## src/rtl/mem_access_unit.sv

```systemverilog
// Memory-side stage of the multicycle core: turns control-unit strobes into a registered
// ready-handshake bus transaction, with byte lanes, load extension, IR and MDR. Option: MEM_MISALIGN_CHECK_EN.
module mem_access_unit #(
  parameter int ADDR_WIDTH = 32,
  parameter int DATA_WIDTH = 32
) (
  input  logic                  clk,
  input  logic                  rst,
  input  logic                  memory_read,
  input  logic                  memory_write,
  input  logic                  lorD,
  input  logic                  ir_write,
  input  logic [2:0]            funct3,
  input  logic [ADDR_WIDTH-1:0] pc,
  input  logic [ADDR_WIDTH-1:0] alu_out,
  input  logic [DATA_WIDTH-1:0] store_data,
  output logic                  stall,
  output logic [DATA_WIDTH-1:0] instr,
  output logic [DATA_WIDTH-1:0] mdr,
  output logic                  bus_req,
  output logic                  bus_we,
  output logic [ADDR_WIDTH-1:0] bus_addr,
  output logic [DATA_WIDTH-1:0] bus_wdata,
  output logic [3:0]            bus_be,
  input  logic                  bus_ready,
  input  logic [DATA_WIDTH-1:0] bus_rdata,
  output logic                  misaligned
);

  typedef enum logic [1:0] {IDLE, REQ, DONE} state_t;

  state_t state_reg, state_next;

  logic                  req_active;
  logic                  is_write;
  logic [ADDR_WIDTH-1:0] addr;
  logic [1:0]            lo;
  logic                  acc_half;
  logic                  acc_word;
  logic                  misalign_hit;
  logic [3:0]            be_next;
  logic [DATA_WIDTH-1:0] wdata_next;

  // Per-transaction context, latched when the request is accepted in IDLE.
  logic       fetch_reg;
  logic       write_reg;
  logic       irw_reg;
  logic [2:0] f3_reg;
  logic [1:0] lo_reg;

  logic [DATA_WIDTH-1:0] shifted;
  logic [7:0]            byte_sel;
  logic [15:0]           half_sel;
  logic [DATA_WIDTH-1:0] load_value;

  assign req_active = memory_read | memory_write;
  assign is_write   = memory_write;
  assign addr       = lorD ? alu_out : pc;
  assign lo         = addr[1:0];
  assign stall      = req_active && (state_reg != DONE);
  assign bus_req    = (state_reg == REQ);

  // Store funct3 101/11x fall back to a full word, while load 101 is LHU.
  always_comb begin
    acc_half = is_write ? (funct3 == 3'b001) : (funct3[1:0] == 2'b01);
    acc_word = !lorD || (is_write ? (funct3[2] | funct3[1]) : funct3[1]);
  end

`ifdef MEM_MISALIGN_CHECK_EN
  always_comb begin
    misalign_hit = 1'b0;
    if (acc_word)
      misalign_hit = (lo != 2'b00);
    else if (acc_half)
      misalign_hit = lo[0];
  end
`else
  assign misalign_hit = 1'b0;
`endif

  always_comb begin
    be_next    = 4'b1111;
    wdata_next = store_data;
    if (lorD && is_write && !acc_word) begin
      if (acc_half) begin
        be_next    = 4'b0011 << {lo[1], 1'b0};
        wdata_next = {2{store_data[15:0]}};
      end else begin
        be_next    = 4'b0001 << lo;
        wdata_next = {4{store_data[7:0]}};
      end
    end
  end

  always_comb begin
    shifted  = bus_rdata >> {lo_reg, 3'b000};
    byte_sel = shifted[7:0];
    half_sel = lo_reg[1] ? bus_rdata[31:16] : bus_rdata[15:0];
    case (f3_reg)
      3'b000:  load_value = {{24{byte_sel[7]}}, byte_sel};
      3'b100:  load_value = {24'd0, byte_sel};
      3'b001:  load_value = {{16{half_sel[15]}}, half_sel};
      3'b101:  load_value = {16'd0, half_sel};
      default: load_value = bus_rdata;
    endcase
  end

  always_ff @(posedge clk) begin
    if (rst)
      state_reg <= IDLE;
    else
      state_reg <= state_next;
  end

  always_comb begin
    state_next = state_reg;
    case (state_reg)
      IDLE:    if (req_active) state_next = misalign_hit ? DONE : REQ;
      REQ:     if (bus_ready) state_next = DONE;
      DONE:    state_next = IDLE;
      default: state_next = IDLE;
    endcase
  end

  always_ff @(posedge clk) begin
    if (rst) begin
      bus_we     <= 1'b0;
      bus_addr   <= '0;
      bus_wdata  <= '0;
      bus_be     <= 4'b0000;
      instr      <= 32'h0000_0013;
      mdr        <= '0;
      misaligned <= 1'b0;
      fetch_reg  <= 1'b0;
      write_reg  <= 1'b0;
      irw_reg    <= 1'b0;
      f3_reg     <= 3'b000;
      lo_reg     <= 2'b00;
    end else begin
      misaligned <= (state_reg == IDLE) && req_active && misalign_hit;
      if (state_reg == IDLE && req_active && !misalign_hit) begin
        bus_addr  <= {addr[ADDR_WIDTH-1:2], 2'b00};
        bus_we    <= is_write;
        bus_be    <= be_next;
        bus_wdata <= wdata_next;
        fetch_reg <= !lorD;
        write_reg <= is_write;
        irw_reg   <= ir_write;
        f3_reg    <= funct3;
        lo_reg    <= lo;
      end
      // Capture on the edge leaving REQ, even if the request was withdrawn meanwhile.
      if (state_reg == REQ && bus_ready && !write_reg) begin
        if (fetch_reg) begin
          if (irw_reg)
            instr <= bus_rdata;
        end else begin
          mdr <= load_value;
        end
      end
    end
  end

endmodule

```

## config.mk

```make
export PLATFORM = sky130hd
export DESIGN_NAME = mem_access_unit
export DESIGN_NICKNAME = d
export VERILOG_FILES = /design/src/rtl/mem_access_unit.sv
export SDC_FILE = /design/constraint.sdc
export NUM_CORES = 1
export LEC_CHECK = 0
export CAP_MARGIN = 20
export CORE_MARGIN = 1
export CORE_UTILIZATION = 43
export CTS_BUF_LIST = sky130_fd_sc_hd__clkbuf_8
export CTS_CLUSTER_SIZE = 24
export DETAILED_ROUTE_END_ITERATION = 8
export GPL_TIMING_DRIVEN = 0
export HOLD_SLACK_MARGIN = 0.12
export PLACE_DENSITY = 0.82
export SLEW_MARGIN = 10
export SYNTH_ARGS = -nofsm -noshare
export SYNTH_HDL_FRONTEND = slang
export SYNTH_SLANG_ARGS = --single-unit
```

## constraint.sdc

```tcl
create_clock -name clk -period 2.16 [get_ports clk]
set_clock_uncertainty 0.15 [all_clocks]
set_input_delay 0.648 -clock clk [delete_from_list [all_inputs] [get_ports clk]]
set_output_delay 0.648 -clock clk [all_outputs]
set_load 0.1 [all_outputs]
```

# Word-level counts from Yosys, hierarchy flattened
# Cells that the tools add are included.
[classes]
muxes = 12
shifts = 3
bitwise_logic = 3
reduce_logical = 15
eq_ne = 9
[op_table]
columns = ["operator", "n"]
rows = [
  ["case mux 32 bit (4 select lines)", 1],
  ["two-way mux 32 bit", 3],
  ["right shift 32 x 5 -> 8 bit", 1],
  ["two-way mux 16 bit", 1],
  ["two-way mux 4 bit", 2],
  ["equality test 3 x 1 -> 1 bit, second input constant", 2],
  ["equality test 3 bit, second input constant", 2],
  ["logical AND 1 bit", 6],
  ["equality test 2 x 1 -> 1 bit, second input constant", 2],
  ["two-way mux 2 bit", 2],
  ["inequality test 2 bit, second input constant", 2],
  ["case mux 2 bit (2 select lines)", 1],
  ["AND reduction 2 bit", 2],
  ["left shift 1 x 2 -> 4 bit, first input constant", 1],
  ["left shift 2 x 2 -> 4 bit, first input constant", 1],
  ["logical NOT 1 bit", 3],
  ["logical NOT 3 bit", 1],
  ["AND reduction 3 bit", 1],
  ["logical NOT 2 bit", 1],
  ["two-way mux 1 bit", 2],
  ["inequality test 2 x 1 -> 1 bit, second input constant", 1],
  ["OR 1 bit", 2],
  ["logical OR 1 bit", 1],
  ["inverter 1 bit", 1],
]
[totals]
inputBits = 138
ff_bits = 140
word_cells = 53
output_inout_bits = 136

# Logic depth before layout (Yosys ltp)
# Gate-level depths: netlist of run 1.
[depth]
word_depth = 6
depth_mapped = 6
depth_no_buf = 4

# Worst setup path after synthesis of run 1
# Ideal clock, no wire load.
[synth_timing]
path_type = "input-to-output"
startpoint = "input port memory_write"
endpoint = "output port stall"
stages = 2
n_path_buf = 0
path_slack_ns = -0.803
t_arrival_ns = 2.165
required_time_ns = 1.362
cell_sequence = "nor2_1 a21oi_1"
[synth_between]
elab_chain_len = 2
[synth_rtl]
columns = ["item", "line_no", "text"]
rows = [
  ["from (decl)", "10", "input logic memory_write,"],
  ["OR 1 bit", "56", "assign req_active = memory_read | memory_write;"],
  ["logical AND 1 bit", "60", "assign stall = req_active && (state_reg != DONE);"],
  ["to (decl)", "17", "output logic stall,"],
]
# No other way between the ends.

# Worst setup path after layout of run 1
[layout_timing]
startpoint = "register bus_addr[11]"
endpoint = "output port bus_addr[11]"
[layout_rtl]
columns = ["item", "line_no", "text"]
rows = [
  ["from (decl)", "22", "output logic [ADDR_WIDTH-1:0] bus_addr,"],
  ["from (signal assigned)", "142", "bus_addr <= {addr[ADDR_WIDTH-1:2], 2'b00};"],
]
# No word-level cell between the ends.

==> impl_metrics.csv, run 1 <==
group,metric,value,unit
status,status,"finished clean",
sta,post-route-period-util,0.987,
power_and_ir_drop,power.density,891,nW/um^2
setup_path,path_cells,"clkdlybuf4s18_2",
sta,relSlewSlack,0.545,
setup_path,worstSetupPathType,"reg -> out",
sta,maxSlewViolCount,0,
synthesis,syn-cell-area,6080,sq um
final_layout,diodes,0,
clock_tree,root_buffer,"clkbuf_8",
placement,dp_cells,1166,
grt,grt_pass1_vias,6337,
synthesis,yosysTopAreaCellShare,0.461,
final_layout,top_regs,"bus_wdata: 32 flops, instr: 32 flops, mdr: 32 flops",
placement,place_hpwl,16.4,mm
routing,drt-total-wl,21.9,mm
sta,rsz0062_at_grt,"no",
synthesis,synth_xor_area_frac,0,
grt,grt_max_degree,17,
synthesis,synth_simple_gate_area_frac,0.187,
clock_tree,clockBufferDepth,2,
sta,holdWs,0.303,ns
grt,track_usage,0.300,
final_layout,nets,1144,
final_layout,seq_area,2810,sq um
synthesis,synth-seq-area-share,0.461,
clock_tree,htreeDepth,4,
final_layout,nFillCells,1230,
die,die_h,121,um
setup_path,cp_top_family,"buffers and inverters",
grt,grt-ovfl-total,0,
power_and_ir_drop,peakVddDrop,0.482,mV
setup_path,slowest_delay,0.54,ns
setup_path,cp.required,1.36,ns
synthesis,synth-seq-cells,140,
die,fp.coreArea,13800,sq um
clock_tree,cts_hold_buf,0,
final_layout,drive_gt1_frac,0.238,
placement,gp_congestion,0.882,
routing,vias,6515,
clock_tree,path_clk_slew,0.08,ns
sta,worst_slew_pin_slew,0.682,ns
setup_path,start_kind,"register",
synthesis,yosysTopAreaCell,"dfxtp_1",
placement,pre_cts_ws,-1.31,ns
routing,drc,0,
routing,vias_per_cell,5.43,
sta,fin_ws,0.0274,ns
synthesis,synth_compound_area_frac,0.227,
setup_path,cp_slowest_cell,"clkdlybuf4s18_2",
die,die_area,14600,sq um
die,die_width,121,um
final_layout,stdcell_count,1199,
synthesis,synth.area.top_cells,"dfxtp_1 (46%), nand2_1 (8.0%), a211oi_1 (7.7%)",
synthesis,synthAdderAreaFrac,0,
sta,hold_viol,0,
setup_path,path_buf_inv,1,
grt,grt_pass1_wl,33.4,mm
synthesis,synth_warnings,0,
synthesis,synth_mux_area_frac,0.0718,
final_layout,areaGrowthSynthToFinish,47.0,%
clock_tree,numClockSinks,140,
routing,ant_nets,0,
die,io_pins,274,
sta,fmax,469,MHz
synthesis,syn_inst,716,
synthesis,synthDistinctLibCells,42,
setup_path,cp.arrival,1.33,ns
sta,timing.final.crit_period,2.13,ns
synthesis,synth_top_family_by_area,"compound AO/OA/AOI/OAI gates",
clock_tree,cts_buffers,17,
setup_path,endpoint_kind,"primary output",
routing,drt_iter0_drc,361,
sta,final-setup-viol-count,0,
placement,portBuffers,268,
hold_path,hold_path_class,"reg -> reg",
final_layout,utilization,0.646,
clock_tree,tritoncts,"yes",
routing,firstDrtPassIters,5,
routing,wire_per_inst,18.3,um
synthesis,avgSynthCellArea,8.49,sq um
clock_tree,clk_latency,0.46,ns
die,core.rowCount,43,
die,initial_core_util,0.440,
grt,antenna_found_initial,0,
sta,finalSetupTns,0,ns
final_layout,multiInputGateArea,3010,sq um
run,drv_cap,0,
power_and_ir_drop,p_leak,3.77,nW
setup_path,path_max_fanout,2,
## logic make-up (layout without fill, tap and decap cells)
group,Yosys count,after routing
AO/OA/AOI/OAI,197,197
buffers and inverters,67,368
flip-flops,140,140
multiplexers,41,41
other,1,3
AND/OR/NAND/NOR,270,270
## placed cells by master (no fill, tap or decap), drive strengths merged, types with 5 or more instances in the layout
cell / instances
clkdlybuf4s50: 129
nand2: 130
a21oi: 74
nand3: 9
a222oi: 5
nor2: 94
mux2i: 32
o221ai: 7
a311oi: 8
mux2: 8
clkdlybuf4s18: 13
a211oi: 72
o21ai: 10
inv: 7
nand3b: 5
nor3: 10
and3: 9
buf: 152
dfxtp: 140
a21boi: 8
clkbuf: 52
## cell usage after synthesis
cell type  count
nor3b_1        1
clkbuf_1      31
a21boi_0       8
a22oi_1        2
inv_1          5
or3_1          2
nor3_1         7
a222oi_1       5
a32o_1         1
buf_8          1
nand4bb_1      1
o31a_4         1
o21ai_2        1
o21ai_0        9
and3_1         9
clkbuf_2       1
buf_2         22
a211oi_1      62
and4bb_2       1
a31o_2         4
dfxtp_1      140
buf_4          7
nand3b_1       5
or2b_1         1
a221oi_1       1
nand2_1      130
nor2_1        94
a21oi_1       74
a21bo_2        1
nand2b_1       3
a21o_1         2
mux2i_1       32
mux4_1         1
conb_1         1
mux2_2         8
a211oi_2      10
nor2b_1        4
a311oi_1       8
o221a_2        1
nand3_1        9
o221ai_1       7
nor3_2         3
## where the power goes
part           internal [mW]  leakage [nW]  switching, mW  total, mW
combinational          0.663          2.39           2.02       2.69
clock                   1.34         0.226           1.04       2.38
sequential              2.78          1.15          0.115       2.89
total                   4.78          3.77           3.18       7.96
## metrics by stage
| step | total power, mW | area [sq um] |
|---|---|---|
| after global routing | 8.19 | 8940 |
| after detailed placement | 5.75 | 9010 |
| after global placement | 5.73 | 9010 |
| after CTS | 8.00 | 9200 |
| after floorplan | 4.89 | 6100 |
| final | 7.96 | 8940 |
## timing repair
item	CTS	global route
pin swaps	2	1
setup buffers	2	1
setup endpoints to repair	217	137
gates resized for setup	604	93
## layer usage
layer  global-route usage  part of all wire  wire length, um
met1                0.350              0.40             8740
met2                0.500              0.48            10400
met3               0.0855             0.088             1940
met4                0.148             0.036              797
met5                    0                 0                0
## final timing paths
| path | startpoint | end | slack [ns] | depth (start not counted) |
|---|---|---|---|---|
| worst min-delay path | instr[6] | instr[6] | 0.30 | 2 |
| worst max-delay path | bus_addr[11] | bus_addr[11] | 0.03 | 1 |
| worst min register to register | instr[6] | instr[6] | 0.30 | 2 |
| worst max register to register | lo_reg[0] | mdr[29] | 0.06 | 5 |
## area by class of cell
class / instances / area share
sequential: 140 / 0.314
multi-input combinational: 511 / 0.337
inverter: 5 / 0.00210
timing repair buffer: 271 / 0.238
clock buffer: 20 / 0.0308
tap: 180 / 0.0252
clock inverter: 12 / 0.0188
buffer: 60 / 0.0340
Power figures use the tool's default switching activity.
==> run 2: changes to the inputs <==
--- a/config.mk
+++ b/config.mk
@@ -14,6 +14,7 @@
 export GPL_TIMING_DRIVEN = 0
 export HOLD_SLACK_MARGIN = 0.12
 export PLACE_DENSITY = 0.82
+export REMOVE_ABC_BUFFERS = 1
 export SLEW_MARGIN = 10
 export SYNTH_ARGS = -nofsm -noshare
 export SYNTH_HDL_FRONTEND = slang
==> impl_metrics.csv, run 2 (synthesis results as in run 1) <==
group,metric,value,unit
status,status,"finished clean",
sta,rsz0062_at_grt,"no",
final_layout,areaGrowthSynthToFinish,48.6,%
sta,holdWs,0.303,ns
hold_path,hold_path_end,"bus_wdata[2]",
grt,antenna_found_initial,1,
sta,finalSetupTns,0,ns
die,die_width,121,um
final_layout,nets,1104,
die,die_h,121,um
clock_tree,htreeDepth,4,
placement,placed_area,8940,sq um
power_and_ir_drop,peakVddDrop,0.480,mV
grt,grt_pass1_vias,5943,
sta,hold_viol,0,
run,drv_cap,0,
die,die_area,14600,sq um
placement,pre_cts_ws,-1.37,ns
grt,grt-ovfl-total,0,
routing,drt_iter0_drc,478,
routing,routedLengthMet1,7.52,mm
final_layout,layout_common_cells,"dfxtp_1 (136), clkdlybuf4s50_1 (131), nand2_1 (129)",
power_and_ir_drop,p_leak,3.79,nW
routing,wire_per_inst,16.9,um
die,io_pins,274,
hold_path,min_from,"bus_wdata[2]",
clock_tree,cts_hold_buf,0,
placement,place_hpwl,13.8,mm
final_layout,utilization,0.653,
routing,wl_met3,1.81,mm
hold_path,holdPathStages,2,
routing,dr_wl_met2,9.74,mm
setup_path,reg2reg_depth,5,
setup_path,r2r-start,"lo_reg[0]",
setup_path,r2r_slack,0.14,ns
routing,routed.top_layer,"met4",
final_layout,top_regs,"bus_wdata: 32 flops, instr: 32 flops, mdr: 32 flops",
setup_path,cp.required,1.36,ns
clock_tree,path_clk_slew,0.07,ns
setup_path,start_kind,"input port",
clock_tree,clockBufferDepth,2,
final_layout,drive_gt1_frac,0.238,
sta,worst_slew_pin_slew,0.803,ns
clock_tree,tritoncts,"yes",
die,fp.coreArea,13800,sq um
sta,fmax,473,MHz
final_layout,final_common_cell,"dfxtp_1",
routing,drc,0,
setup_path,slowest_delay,0.21,ns
final_layout,nFillCells,1191,
grt,track_usage,0.269,
clock_tree,numClockSinks,140,
placement,portBuffers,270,
setup_path,cp.arrival,1.32,ns
die,core.rowCount,43,
hold_path,hold_path_class,"reg -> reg",
routing,ant_nets,0,
clock_tree,root_buffer,"clkbuf_8",
grt,grt_pass1_wl,30.4,mm
final_layout,finish.instance_area,9030,sq um
routing,firstDrtPassIters,5,
setup_path,cp_slowest_cell,"buf_2",
routing,vias_per_cell,5.38,
sta,fin_ws,0.0437,ns
setup_path,path_max_fanout,6,
placement,gp_congestion,0.839,
setup_path,cp_top_family,"buffers and inverters",
die,initial_core_util,0.440,
setup_path,r2r_end,"mdr[23]",
power_and_ir_drop,power.density,930,nW/um^2
sta,relSlewSlack,0.462,
sta,maxSlewViolCount,0,
routing,drt-total-wl,19.6,mm
setup_path,path_buf_inv,2,
setup_path,worstSetupPathType,"in -> out",
sta,post-route-period-util,0.980,
clock_tree,clk_latency,0.44,ns
setup_path,endpoint_kind,"primary output",
setup_path,path_cells,"buf_2 > nor2_4 > a21oi_2 > buf_12",
sta,final-setup-viol-count,0,
clock_tree,cts_buffers,17,
grt,grt_max_degree,77,
routing,vias,6235,
sta,timing.final.crit_period,2.12,ns
==> run 2: cell count changes in the layout (fill, tap and decap cells not counted), moves of 3 or more <==
cell             delta
clkinv_2            -4
clkbuf_2            -6
buf_16              +4
dlygate4sd2_1       -3
buf_8               +4
clkbuf_1           -23
bufinv_16           +4
buf_2              -12
clkdlybuf4s18_2     -7
==> run 2: layout make-up <==
cell class,count,area [sq um],area share
Tap cell,180,225,0.0249
Timing Repair Buffer,289,2350,0.260
Antenna cell,1,2.50,0.000277
Clock buffer,20,275,0.0305
Sequential cell,140,2810,0.311
Clock inverter,12,264,0.0292
Inverter,5,18.8,0.00208
Multi-Input combinational cell,513,3080,0.341
==> run 2: tightest hold or removal path: cells and delay by family, from the launching register on <==
family	cells	cell delay (ns)
AOI/OAI and AO/OA	1	0.05
DFF	1	0.31
and+or+nand+nor	1	0.05
==> run 2: per-stage QoR <==
stage	instances	power [mW]
final	1160	8.40
after global routing	1160	8.71
after CTS	1154	8.50
after detailed placement	1116	5.73
after global placement	1106	5.69
after floorplan	656	4.82
==> run 2: per-layer routing <==
metal  track usage  vias to the layer above
met4         0.124                        0
li1              -                     3034
met3         0.102                       39
met5             0                        -
met1         0.294                     2923
met2         0.458                      239
==> run 2: how the worst max path moves through the flow <==
stage	depth (start not counted)	from	slack (ns)	endpoint
3_5_place_dp	4	memory_write	-1.37	stall
4_1_cts	4	memory_write	-0.03	stall
2_1_floorplan	3	memory_write	-2.45	bus_wdata[16]
5_1_grt	1	instr[21]	0.0006	instr[21]
6_report	4	memory_write	0.04	stall
3_3_place_gp	4	memory_write	-4.77	bus_wdata[17]
==> run 2: power breakdown <==
group	switching [mW]	leakage (nW)	total [mW]	internal [mW]
Sequential	0.130	1.15	2.91	2.78
Combinational	1.98	2.37	2.66	0.688
Clock	1.02	0.272	2.83	1.81
Total	3.12	3.79	8.40	5.28
==> run 2: timing repair <==
item | CTS | global route
gates resized for setup | 554 | 143
cloned | 1 | 1
buffers inserted | 5 | 4
pin swaps | 2 | 4
endpoints found under the hold margin | 0 | 0
endpoints found under the setup margin | 254 | 170
==> run 3: changes to the inputs <==
--- a/config.mk
+++ b/config.mk
@@ -6,14 +6,16 @@
 export NUM_CORES = 1
 export LEC_CHECK = 0
 export CAP_MARGIN = 20
+export CELL_PAD_IN_SITES_DETAIL_PLACEMENT = 1
+export CELL_PAD_IN_SITES_GLOBAL_PLACEMENT = 1
 export CORE_MARGIN = 1
-export CORE_UTILIZATION = 43
+export CORE_UTILIZATION = 31
 export CTS_BUF_LIST = sky130_fd_sc_hd__clkbuf_8
 export CTS_CLUSTER_SIZE = 24
 export DETAILED_ROUTE_END_ITERATION = 8
 export GPL_TIMING_DRIVEN = 0
 export HOLD_SLACK_MARGIN = 0.12
-export PLACE_DENSITY = 0.82
+export PLACE_DENSITY_LB_ADDON = 0.1
 export REMOVE_ABC_BUFFERS = 1
 export SLEW_MARGIN = 10
 export SYNTH_ARGS = -nofsm -noshare
==> impl_metrics.csv, run 3 (synthesis results as in run 1) <==
group,metric,value,unit
status,status,"finished clean",
hold_path,holdPathStages,2,
routing,drc,0,
grt,grt_pass1_vias,6803,
power_and_ir_drop,p_leak,3.74,nW
sta,rsz0062_at_grt,"no",
die,die_h,142,um
final_layout,seq_area,2810,sq um
setup_path,r2r-start,"lo_reg[0]",
die,die_area,20200,sq um
sta,hold_viol,0,
final_layout,top_regs,"bus_wdata: 32 flops, instr: 32 flops, mdr: 32 flops",
power_and_ir_drop,power.density,875,nW/um^2
setup_path,cp.arrival,1.32,ns
setup_path,start_kind,"input port",
sta,finalSetupTns,0,ns
setup_path,r2r_end,"mdr[2]",
routing,vias,6313,
die,core.rowCount,50,
final_layout,multiInputGateArea,3080,sq um
grt,track_usage,0.223,
clock_tree,cts_hold_buf,0,
die,initial_core_util,0.321,
grt,grt_max_degree,73,
grt,use_met1,0.244,
sta,fmax,472,MHz
sta,relSlewSlack,0.436,
setup_path,reg2reg_depth,4,
run,drv_cap,0,
sta,worst_slew_pin_slew,0.843,ns
routing,wire_per_inst,18.2,um
clock_tree,htreeDepth,4,
power_and_ir_drop,peakVddDrop,0.414,mV
grt,grt_util_met2,0.399,
clock_tree,tritoncts,"yes",
grt,grt.busiest_layer,"met2",
die,io_pins,274,
routing,drt_iter0_drc,273,
routing,firstDrtPassIters,4,
routing,ant_nets,0,
sta,fin_ws,0.0404,ns
sta,final-setup-viol-count,0,
placement,dp_cells,1196,
placement,gp_congestion,0.774,
grt,grt-ovfl-total,0,
grt,grt_pass1_wl,35.1,mm
placement,place_hpwl,16.3,mm
setup_path,cp.required,1.36,ns
hold_path,min_from,"instr[29]",
final_layout,nets,1101,
final_layout,layout_common_cells,"dfxtp_1 (136), buf_2 (131), nand2_1 (129), clkdlybuf4s50_1 (129), nor2_1 (93)",
sta,post-route-period-util,0.981,
grt,gr-usage-met3,0.0750,
clock_tree,numClockSinks,140,
setup_path,endpoint_kind,"primary output",
clock_tree,path_clk_slew,0.09,ns
final_layout,stdcell_count,1236,
sta,maxSlewViolCount,0,
die,die_width,142,um
setup_path,r2r_slack,0.12,ns
final_layout,areaGrowthSynthToFinish,47.9,%
grt,antenna_found_initial,0,
clock_tree,clockBufferDepth,2,
final_layout,nFillCells,2274,
routing,vias_per_cell,5.11,
placement,portBuffers,270,
setup_path,worstSetupPathType,"in -> out",
sta,timing.final.crit_period,2.12,ns
final_layout,final_common_cell,"dfxtp_1",
setup_path,path_max_fanout,3,
die,fp.coreArea,19000,sq um
final_layout,diodes,0,
hold_path,hold_path_end,"instr[29]",
routing,drt-total-wl,22.5,mm
clock_tree,clk_latency,0.45,ns
hold_path,hold_path_class,"reg -> reg",
placement,pre_cts_ws,-1.45,ns
clock_tree,cts_buffers,17,
final_layout,drive_gt1_frac,0.238,
clock_tree,root_buffer,"clkbuf_8",
==> run 3: cell count changes in the layout (fill, tap and decap cells not counted), moves of 3 or more <==
cell             previous run  this run
clkdlybuf4s18_2             6         0
bufinv_16                   8         2
inv_6                       1         6
buf_4                       9         6
clkbuf_8                   20        17
inv_8                       0         3
buf_2                     127       131
==> run 3: metal layers <==
| metal | wire length (um) | vias up | part of all wire |
|---|---|---|---|
| met5 | 0 | - | 0 |
| met4 | 391 | 0 | 0.017 |
| met3 | 1770 | 28 | 0.079 |
| met2 | 11200 | 200 | 0.50 |
| met1 | 9110 | 3056 | 0.41 |
| li1 | - | 3029 | - |
==> run 3: worst max path at each step <==
| stage | cells past startpoint | slack, ns | startpoint | to |
|---|---|---|---|---|
| finish | 4 | 0.04 | memory_read | stall |
| global route | 3 | 0.007 | state_reg[0] | stall |
| CTS | 3 | -0.006 | state_reg[1] | bus_req |
| detailed placement | 4 | -1.45 | memory_write | stall |
| global placement | 4 | -4.71 | memory_write | bus_wdata[20] |
| floorplan | 3 | -2.45 | memory_write | bus_wdata[16] |
==> run 3: report_power, final <==
part           total [mW]  internal, mW  switching [mW]
combinational        2.68         0.689            1.99
clock                2.27          1.07            1.20
sequential           2.91          2.78           0.137
==> run 3: area by class of cell <==
type | count | area share
flip-flops and latches | 140 | 0.312
well taps | 260 | 0.0362
multi-input cells | 512 | 0.343
inverters | 5 | 0.00209
clock inverters | 15 | 0.0198
repair buffers | 287 | 0.261
clock buffers | 17 | 0.0260
==> run 3: repair_timing <==
action | 4_1_cts | 5_1_grt
gates cloned | 1 | 0
endpoints found under the setup margin | 252 | 52
buffers inserted | 4 | 3
pin swaps | 2 | 2
gates resized for setup | 686 | 23
==> run 3: metrics by stage <==
stage	util	instance area (sq um)	power, mW	hold slack (ns)
floorplan	-	5790	4.82	0.281
global placement	0.465	8820	5.71	0.291
detailed placement	0.477	9040	5.78	0.300
CTS	0.473	8970	7.93	0.311
global route	0.474	8990	8.19	0.332
finish	0.474	8990	7.87	0.305
==> run 3: worst max-delay path, cell delays in order <==
cell and delay, ns:
clkdlybuf4s15_2 0.24, nor2_4 0.06, a21oi_2 0.16, buf_12 0.20
